$ cat config.mk
export PLATFORM = sky130hd
export DESIGN_NAME = uart_tx_arbiter
export DESIGN_NICKNAME = d
export VERILOG_FILES = /design/src/rtl/uart_tx_arbiter.sv
export SDC_FILE = /design/constraint.sdc
export NUM_CORES = 1
export LEC_CHECK = 0
export ABC_AREA = 1
export BUFFER_PORTS_ARGS = -buffer_cell sky130_fd_sc_hd__buf_2
export CORE_MARGIN = 2
export CORE_UTILIZATION = 45
export CTS_BUF_LIST = sky130_fd_sc_hd__clkbuf_4
export DETAILED_ROUTE_END_ITERATION = 8
export MAX_ROUTING_LAYER = met4
export PLACE_DENSITY = 0.67
export SYNTH_ARGS = -nofsm -noshare
export SYNTH_HDL_FRONTEND = slang
export SYNTH_SLANG_ARGS = --single-unit
$ cat constraint.sdc
create_clock -name clk -period 2.8 [get_ports clk]
set_input_delay 0.56 -clock clk [delete_from_list [all_inputs] [get_ports clk]]
set_output_delay 0.56 -clock clk [all_outputs]
set_load 0.01 [all_outputs]
$ cat src/rtl/uart_tx_arbiter.sv
// uart_tx_arbiter
//   Shares one uart_tx between NREQ byte-stream requesters. A requester owns
//   the transmitter for a whole packet, from its first accepted byte through
//   the byte flagged last. Ownership is granted round-robin. An inactivity
//   timeout reclaims the transmitter from an owner that stalls mid-packet.
//
// Ports
//   clk          system clock, all logic on posedge
//   rst          synchronous active-high reset
//   req_valid    [NREQ]   requester i presents a byte
//   req_data     [8*NREQ] byte of requester i in bits [8i+7:8i]
//   req_last     [NREQ]   byte of requester i ends its packet
//   req_ready    [NREQ]   byte of requester i accepted this cycle (comb)
//   grant        [NREQ]   one-hot registered ownership
//   tx_start     one-cycle start pulse to uart_tx (registered)
//   tx_data      byte to uart_tx, held until the next load
//   tx_busy      uart_tx busy, rises the cycle after tx_start
//   arb_busy     high whenever the arbiter is not idle
//   timeout_evt  one-cycle pulse when an owner is force-released
module uart_tx_arbiter #(
  parameter int unsigned NREQ    = 2,
  parameter int unsigned TIMEOUT = 12000
) (
  input  logic              clk,
  input  logic              rst,
  input  logic [NREQ-1:0]   req_valid,
  input  logic [8*NREQ-1:0] req_data,
  input  logic [NREQ-1:0]   req_last,
  output logic [NREQ-1:0]   req_ready,
  output logic [NREQ-1:0]   grant,
  output logic              tx_start,
  output logic [7:0]        tx_data,
  input  logic              tx_busy,
  output logic              arb_busy,
  output logic              timeout_evt
);

  localparam int unsigned OW = (NREQ > 1) ? $clog2(NREQ) : 1;
  localparam int unsigned CW = (TIMEOUT > 0) ? $clog2(TIMEOUT) + 1 : 1;
  localparam logic [OW-1:0] OWNER_RST = OW'(NREQ - 1);
  localparam logic [CW-1:0] CNT_LAST  = CW'(TIMEOUT - 1);

  typedef enum logic [2:0] {
    S_IDLE,
    S_LOAD,
    S_START,
    S_GUARD,
    S_WAIT
  } state_t;

  state_t          state, state_n;
  logic [NREQ-1:0] grant_n;
  logic            tx_start_n;
  logic [7:0]      tx_data_n;
  logic            timeout_n;
  logic [OW-1:0]   owner, owner_n;
  logic [OW-1:0]   last_owner, last_owner_n;
  logic [CW-1:0]   idle_cnt, idle_cnt_n;
  logic            last_flag, last_flag_n;

  logic            win_found;
  logic [OW-1:0]   win_idx;
  logic [OW-1:0]   cand;
  logic            accept;
  logic [7:0]      owner_byte;

  // Round-robin scan starting one past the previous owner, with wrap.
  always_comb begin
    win_found = 1'b0;
    win_idx   = '0;
    cand      = '0;
    for (int unsigned k = 1; k <= NREQ; k++) begin
      cand = OW'((32'(last_owner) + k) % NREQ);
      if (!win_found && req_valid[cand]) begin
        win_found = 1'b1;
        win_idx   = cand;
      end
    end
  end

  assign owner_byte = req_data[{owner, 3'b000} +: 8];
  assign accept     = (state == S_LOAD) && req_valid[owner] && !tx_busy;
  assign arb_busy   = (state != S_IDLE);

  // Only the owner can ever see ready, and only while loading.
  always_comb begin
    req_ready = '0;
    if (state == S_LOAD) req_ready[owner] = req_valid[owner] && !tx_busy;
  end

  always_comb begin
    state_n      = state;
    grant_n      = grant;
    tx_start_n   = tx_start;
    tx_data_n    = tx_data;
    timeout_n    = 1'b0;
    owner_n      = owner;
    last_owner_n = last_owner;
    idle_cnt_n   = idle_cnt;
    last_flag_n  = last_flag;
    case (state)
      S_IDLE: begin
        if (win_found && !tx_busy) begin
          grant_n          = '0;
          grant_n[win_idx] = 1'b1;
          owner_n          = win_idx;
          idle_cnt_n       = '0;
          state_n          = S_LOAD;
        end
      end
      S_LOAD: begin
        if (accept) begin
          tx_data_n   = owner_byte;
          last_flag_n = req_last[owner];
          tx_start_n  = 1'b1;
          idle_cnt_n  = '0;
          state_n     = S_START;
        end else if ((TIMEOUT != 0) && (idle_cnt == CNT_LAST)) begin
          grant_n      = '0;
          last_owner_n = owner;
          timeout_n    = 1'b1;
          state_n      = S_IDLE;
        end else if (idle_cnt != '1) begin
          idle_cnt_n = idle_cnt + 1'b1;
        end
      end
      S_START: begin
        tx_start_n = 1'b0;
        state_n    = S_GUARD;
      end
      // uart_tx raises busy one cycle after start; skip that blind cycle.
      S_GUARD: begin
        state_n = S_WAIT;
      end
      S_WAIT: begin
        if (!tx_busy) begin
          if (last_flag) begin
            grant_n      = '0;
            last_owner_n = owner;
            state_n      = S_IDLE;
          end else begin
            state_n = S_LOAD;
          end
        end
      end
      default: begin
        grant_n    = '0;
        tx_start_n = 1'b0;
        state_n    = S_IDLE;
      end
    endcase
  end

  always_ff @(posedge clk) begin
    if (rst) begin
      state       <= S_IDLE;
      grant       <= '0;
      tx_start    <= 1'b0;
      tx_data     <= '0;
      timeout_evt <= 1'b0;
      owner       <= '0;
      last_owner  <= OWNER_RST;
      idle_cnt    <= '0;
      last_flag   <= 1'b0;
    end else begin
      state       <= state_n;
      grant       <= grant_n;
      tx_start    <= tx_start_n;
      tx_data     <= tx_data_n;
      timeout_evt <= timeout_n;
      owner       <= owner_n;
      last_owner  <= last_owner_n;
      idle_cnt    <= idle_cnt_n;
      last_flag   <= last_flag_n;
    end
  end

endmodule

-- Word-level counts from Yosys, hierarchy flattened
Cells that the tools add are included.
- register bits after elaboration: 33
- input bits: 23
- output and inout bits: 15
- word-level logic and storage cells: 103
- add/sub/neg operators: 3
- $lt $le $gt $ge: 6
- equal/unequal tests: 15
- shift operators: 1
- mux-type cells: 42
- bitwise operators: 4
- reduce and logical (&&, ||, !) cells: 23
- operators by type and width (kind ; count):
    two-way mux 15 bit ; 4
    one-hot mux 15 bit (2 select lines) ; 1
    two-way mux 1 bit ; 21
    indexed part select 16 x 5 -> 8 bit ; 1
    adder 15 x 1 -> 15 bit, second input constant ; 1
    == test 15 x 14 -> 1 bit, second input constant ; 1
    != test 15 bit, second input constant ; 1
    one-hot mux 3 bit (5 select lines) ; 1
    two-way mux 2 bit ; 6
    two-way mux 3 bit ; 4
    != test 2 bit, second input constant ; 5
    < comparator 1 x 2 -> 1 bit, second input constant ; 4
    one-hot mux 2 bit (4 select lines) ; 1
    logical AND 1 bit ; 7
    == test 3 x 2 -> 1 bit, second input constant ; 2
    != test 3 x 2 -> 1 bit, second input constant ; 2
    AND reduction 2 bit ; 3
    AND reduction 6 bit ; 1
    OR reduction 3 bit ; 2
    AND reduction 5 bit ; 1
    one-hot mux 1 bit (2 select lines) ; 2
    AND reduction 4 bit ; 1
    nonzero test 2 bit ; 2
    == test 3 x 1 -> 1 bit, second input constant ; 1
    13 further kinds ; 19

-- Logic depth before layout (Yosys ltp)
- depth in word-level cells: 13
- gate-level depth with buffers: 13
- depth with buffers taken out: 12

-- Least setup slack after synthesis
Ideal clock, no wire load.
- path kind: input to register
- from: in tx_busy
- to: reg idle_cnt[1]
- library setup time: 0.114 ns
- arrival: 1.465 ns
- data required time: 2.686 ns
- path slack: 1.221 ns
- cell stages on the path: 9
- buffers on the path: 1
- cell sequence: inv_1 > nand4_1 > nand2_1 > nand2_2 > nand2_4 > nand2_2 > buf_6 > a21oi_1 > nor2_1
- cells in the longest elaborated chain, start to end: 4
- ends and longest elaborated chain (what ; RTL line ; RTL):
    start, declared ; 33 ; input logic tx_busy,
    zero test 1 bit (*) ; - ;
    logical AND 1 bit, on equally long branches ; 82, 103 ;
    != test 3 x 2 -> 1 bit (no line), or another cell as far along ; - ;
    AND reduction 4 bit (no line) / one-hot mux 15 bit (2 select lines) (equally long branches) ; - ;
    end signal, assigned ; 173 ; idle_cnt <= idle_cnt_n;
    end, declared ; 58 ; logic [CW-1:0] idle_cnt, idle_cnt_n;
Every way passes the cells marked *; elsewhere a longest branch is shown, timed or not.
A chain may end at the register's enable or synchronous reset.

-- Worst setup path in the final report
- from: reg owner
- to: reg idle_cnt[13]
- cells in the longest elaborated chain, start to end: 6
- ends and longest elaborated chain (what ; RTL line ; RTL):
    start, declared ; 56 ; logic [OW-1:0] owner, owner_n;
    start signal, assigned ; 171 ; owner <= owner_n;
    two-way mux 1 bit (implied by the code) (*) (2 in a row) ; 82 ; assign accept = (state == S_LOAD) && req_valid[owner] && !tx_busy;
    logical AND 1 bit (*) (2 in a row) ; 82 ;
    != test 3 x 2 -> 1 bit (no line), or another cell as far along ; - ;
    AND reduction 4 bit (no line) / one-hot mux 15 bit (2 select lines) (equally long branches) ; - ;
Every way passes the cells marked *; elsewhere a longest branch is shown, timed or not. The select of a mux whose other input is x is not followed.

==> impl_metrics.py <==
metrics = {
    "pwr": {
        "p_sw_uw": 391,
        "p_total_mw": 1.10,
        "share_seq_of_total_power_pct": 48.4,
        "power_frac_comb_pct": 26.2,
        "p_leak_nw": 0.984,
        "peakVddDrop_mv": 0.321,
        "powerDensity_nw_per_um2": 508,
        "internal_power_uw": 708,
        "swShare_pct": 35.6,
        "power.share.clock_pct": 25.4,
    },
    "drt": {
        "drt-met1-wl_um": 2210,
        "route.met2.wl_um": 2100,
        "routedWlPerCell_um": 12.0,
        "vias": 1950,
        "drt_iter0_drc": 136,
        "drtPass1Iterations": 4,
        "met3_length_um": 250,
        "drcViolationCount": 0,
        "antenna_left": 0,
        "via_per_inst": 5.06,
        "top_layer": "met4",
        "postRouteWirelength_um": 4630,
    },
    "layout": {
        "fin_nets": 358,
        "antenna-diode-count": 0,
        "drive_gt1_share_pct": 19.4,
        "syn_to_final_growth_pct": 12.4,
    },
    "die": {
        "die_area_um2": 4820,
        "core_um2": 4060,
        "initial_core_util_pct": 47.4,
        "design.portCount": 38,
        "std_cell_rows": 23,
        "die_y_um": 69.4,
        "dieWidth_um": 69.4,
    },
    "clock_network": {
        "clock_latency_ns": 0.35,
        "cts_resized": 0,
        "path_clk_slew_ns": 0.10,
        "cts-root-buf": "clkbuf_4",
        "clock_path_buffers": 2,
        "ctsHoldBuffers": 0,
        "cts_buffers": 5,
        "clock-sinks": 33,
        "htreeDepth": 2,
        "tritoncts": "done",
        "cts_setup_buffers": 0,
    },
    "critical_path": {
        "r2r_end": "idle_cnt[13]",
        "worst_setup_path_start_kind": "register",
        "cp-startpoint": "owner",
        "reg2reg_depth": 9,
        "worst-path-max-fanout": 14,
        "regToRegSetupSlack_ns": 0.66,
        "worstPathRequired_ns": 3.04,
        "worstSetupEndpoint": "idle_cnt[13]",
        "arrival_ns": 2.38,
        "crit_type": "reg -> reg",
        "cp-end-kind": "register",
        "reg2reg_from": "owner",
    },
    "synthesis": {
        "synth-seq-area-share_pct": 34.3,
        "synth-simple-area-share_pct": 40.2,
        "synth_top_cell_by_area": "dfxtp_1",
        "synth_fa_ha_area_share_pct": 0.650,
        "ys_types": 34,
        "syn-instance-count": 299,
        "syn_nets": 323,
        "synth_area_um2": 1920,
        "synth_compound_area_share_pct": 13.5,
        "synth_area_leaders": "dfxtp_1, nand2_1, nor2_1, inv_1, nand3_1",
        "netlist.area_leader.share_pct": 34.3,
        "synth-xor-area-share_pct": 0.455,
        "ys_ff_latch": 33,
        "synth_mux_area_share_pct": 0,
        "synth_top_family_by_area": "simple AND/OR/NAND/NOR gates",
        "synth_area_per_cell_um2": 6.44,
        "ys_warn_count": 0,
    },
    "sta": {
        "finalHoldViolCount": 0,
        "clock_skew_ns": 0.0175,
        "max_freq_ghz": 0.467,
        "rsz0062_at_grt": "no",
        "worst_slew_pin_slew_ns": 0.693,
        "hold_ws_ns": 0.465,
        "maxSlewHeadroom_pct": 53.7,
        "finalCritPeriodShare_pct": 76.6,
        "fin_tns_setup_ns": 0,
        "drv_slew": 0,
        "finalWorstPathRequiredPeriod_ns": 2.14,
        "final-setup-viol-count": 0,
    },
    "min_path": {
        "worstHoldStart": "last_owner",
        "hold_path.class": "reg -> reg",
    },
    "global_route": {
        "antenna_found_initial": 0,
        "grt.overflow.total": 0,
        "grt_max_degree": 22,
        "grt_pass1_wl_um": 8000,
        "grtUsageTotal_pct": 20.5,
        "grt_pass1_vias": 1832,
    },
    "placed_design": {
        "dpl.hpwl_um": 3330,
        "io_buffer_count": 37,
        "place_congestion": 0.899,
    },
    "run": {
        "cap_violations": 0,
    },
    "status": {
        "status": "completed",
    },
}
worst min-delay path by stage:
stage                     cells after the start          to
after CTS                                     2  last_owner
after global routing                          3  tx_data[6]
after floorplan                               2  last_owner
after detailed placement                      2  last_owner
final                                         2  last_owner
after global placement                        2  last_owner
through the flow:
stage,instances,setup WS [ns],util (%),area (um^2)
after floorplan,299,1.22,-,1920
after global placement,377,0.752,51.9,2110
after detailed placement,377,0.681,51.9,2110
after CTS,385,0.660,53.3,2160
after global routing,385,0.392,53.3,2160
final,385,0.656,53.3,2160
logic make-up (layout without fill, tap and decap cells):
| kind of cell | after synthesis | count (layout) |
|---|---|---|
| adder cells (fa/ha/maj) | 1 | 1 |
| buffers and inverters | 47 | 83 |
| AND/OR/NAND/NOR | 173 | 173 |
| flip-flops | 33 | 33 |
| AO/OA/AOI/OAI | 44 | 44 |
| XOR/XNOR | 1 | 1 |
power groups by stage:
stage	logic (mW)	clock network [mW]	registers (mW)
3_3_place_gp	0.285	0	0.543
4_1_cts	0.289	0.288	0.532
6_report	0.288	0.279	0.532
5_1_grt	0.331	0.309	0.538
2_1_floorplan	0.233	0	0.539
3_5_place_dp	0.288	0	0.542
registers in the layout, summed over array words and instances (netlist names):
name	count
timeout_evt	1
grant	2
owner	1
last_owner	1
tx_data	8
state	3
last_flag	1
tx_start	1
idle_cnt	15
cell usage after synthesis:
cell / instances
a211oi_1: 1
a21o_2: 1
a21oi_1: 13
a21oi_2: 1
a21oi_4: 1
a31oi_1: 9
buf_2: 1
buf_4: 2
buf_6: 3
clkbuf_1: 3
clkinv_2: 1
dfxtp_1: 33
ha_1: 1
inv_1: 35
inv_2: 2
nand2_1: 86
nand2_2: 6
nand2_4: 1
nand3_1: 23
nand3_2: 1
nand3_4: 1
nand4_1: 8
nor2_1: 38
nor2_2: 2
nor2_4: 1
nor3_1: 4
nor3_4: 1
o2111ai_1: 1
o21ai_0: 14
o21ai_1: 1
o22ai_1: 1
o31ai_1: 1
or2_2: 1
xor2_1: 1
worst max-delay path, stage by stage, from the launching register on:
cell and delay, ns:
dfxtp_1 0.54, inv_1 0.26, nand2_1 0.17, nand2_2 0.10, a21oi_4 0.31, nand3_4 0.22, nand2_2 0.25, nand2_1 0.08
nand2_1 0.06, nor2_1 0.05
cell usage in the layout (no fill, tap or decap), drive strengths merged, types with 3 or more instances in the layout:
cell type,Yosys,final
nand3,25,25
inv,37,37
nor2,41,41
nor3,5,5
o21ai,15,15
clkbuf,3,6
buf,6,37
clkinv,1,3
a21oi,15,15
nand2,93,93
nand4,8,8
a31oi,9,9
dfxtp,33,33
area by class of cell:
cell class              instances  area [um^2]
fillers                       403         1900
inverters                      38          144
clock inverters                 2         10.0
well taps                      50         62.6
multi-input cells             219         1050
flip-flops and latches         33          661
repair buffers                 37          185
clock buffers                   6         45.0
metal layers:
metal	global-route usage (%)	vias up
li1	-	1033
met1	25.6	850
met2	33.1	61
met3	4.36	6
met4	6.97	0
met5	-	-
Note: power is estimated with default switching activity, not from simulation.
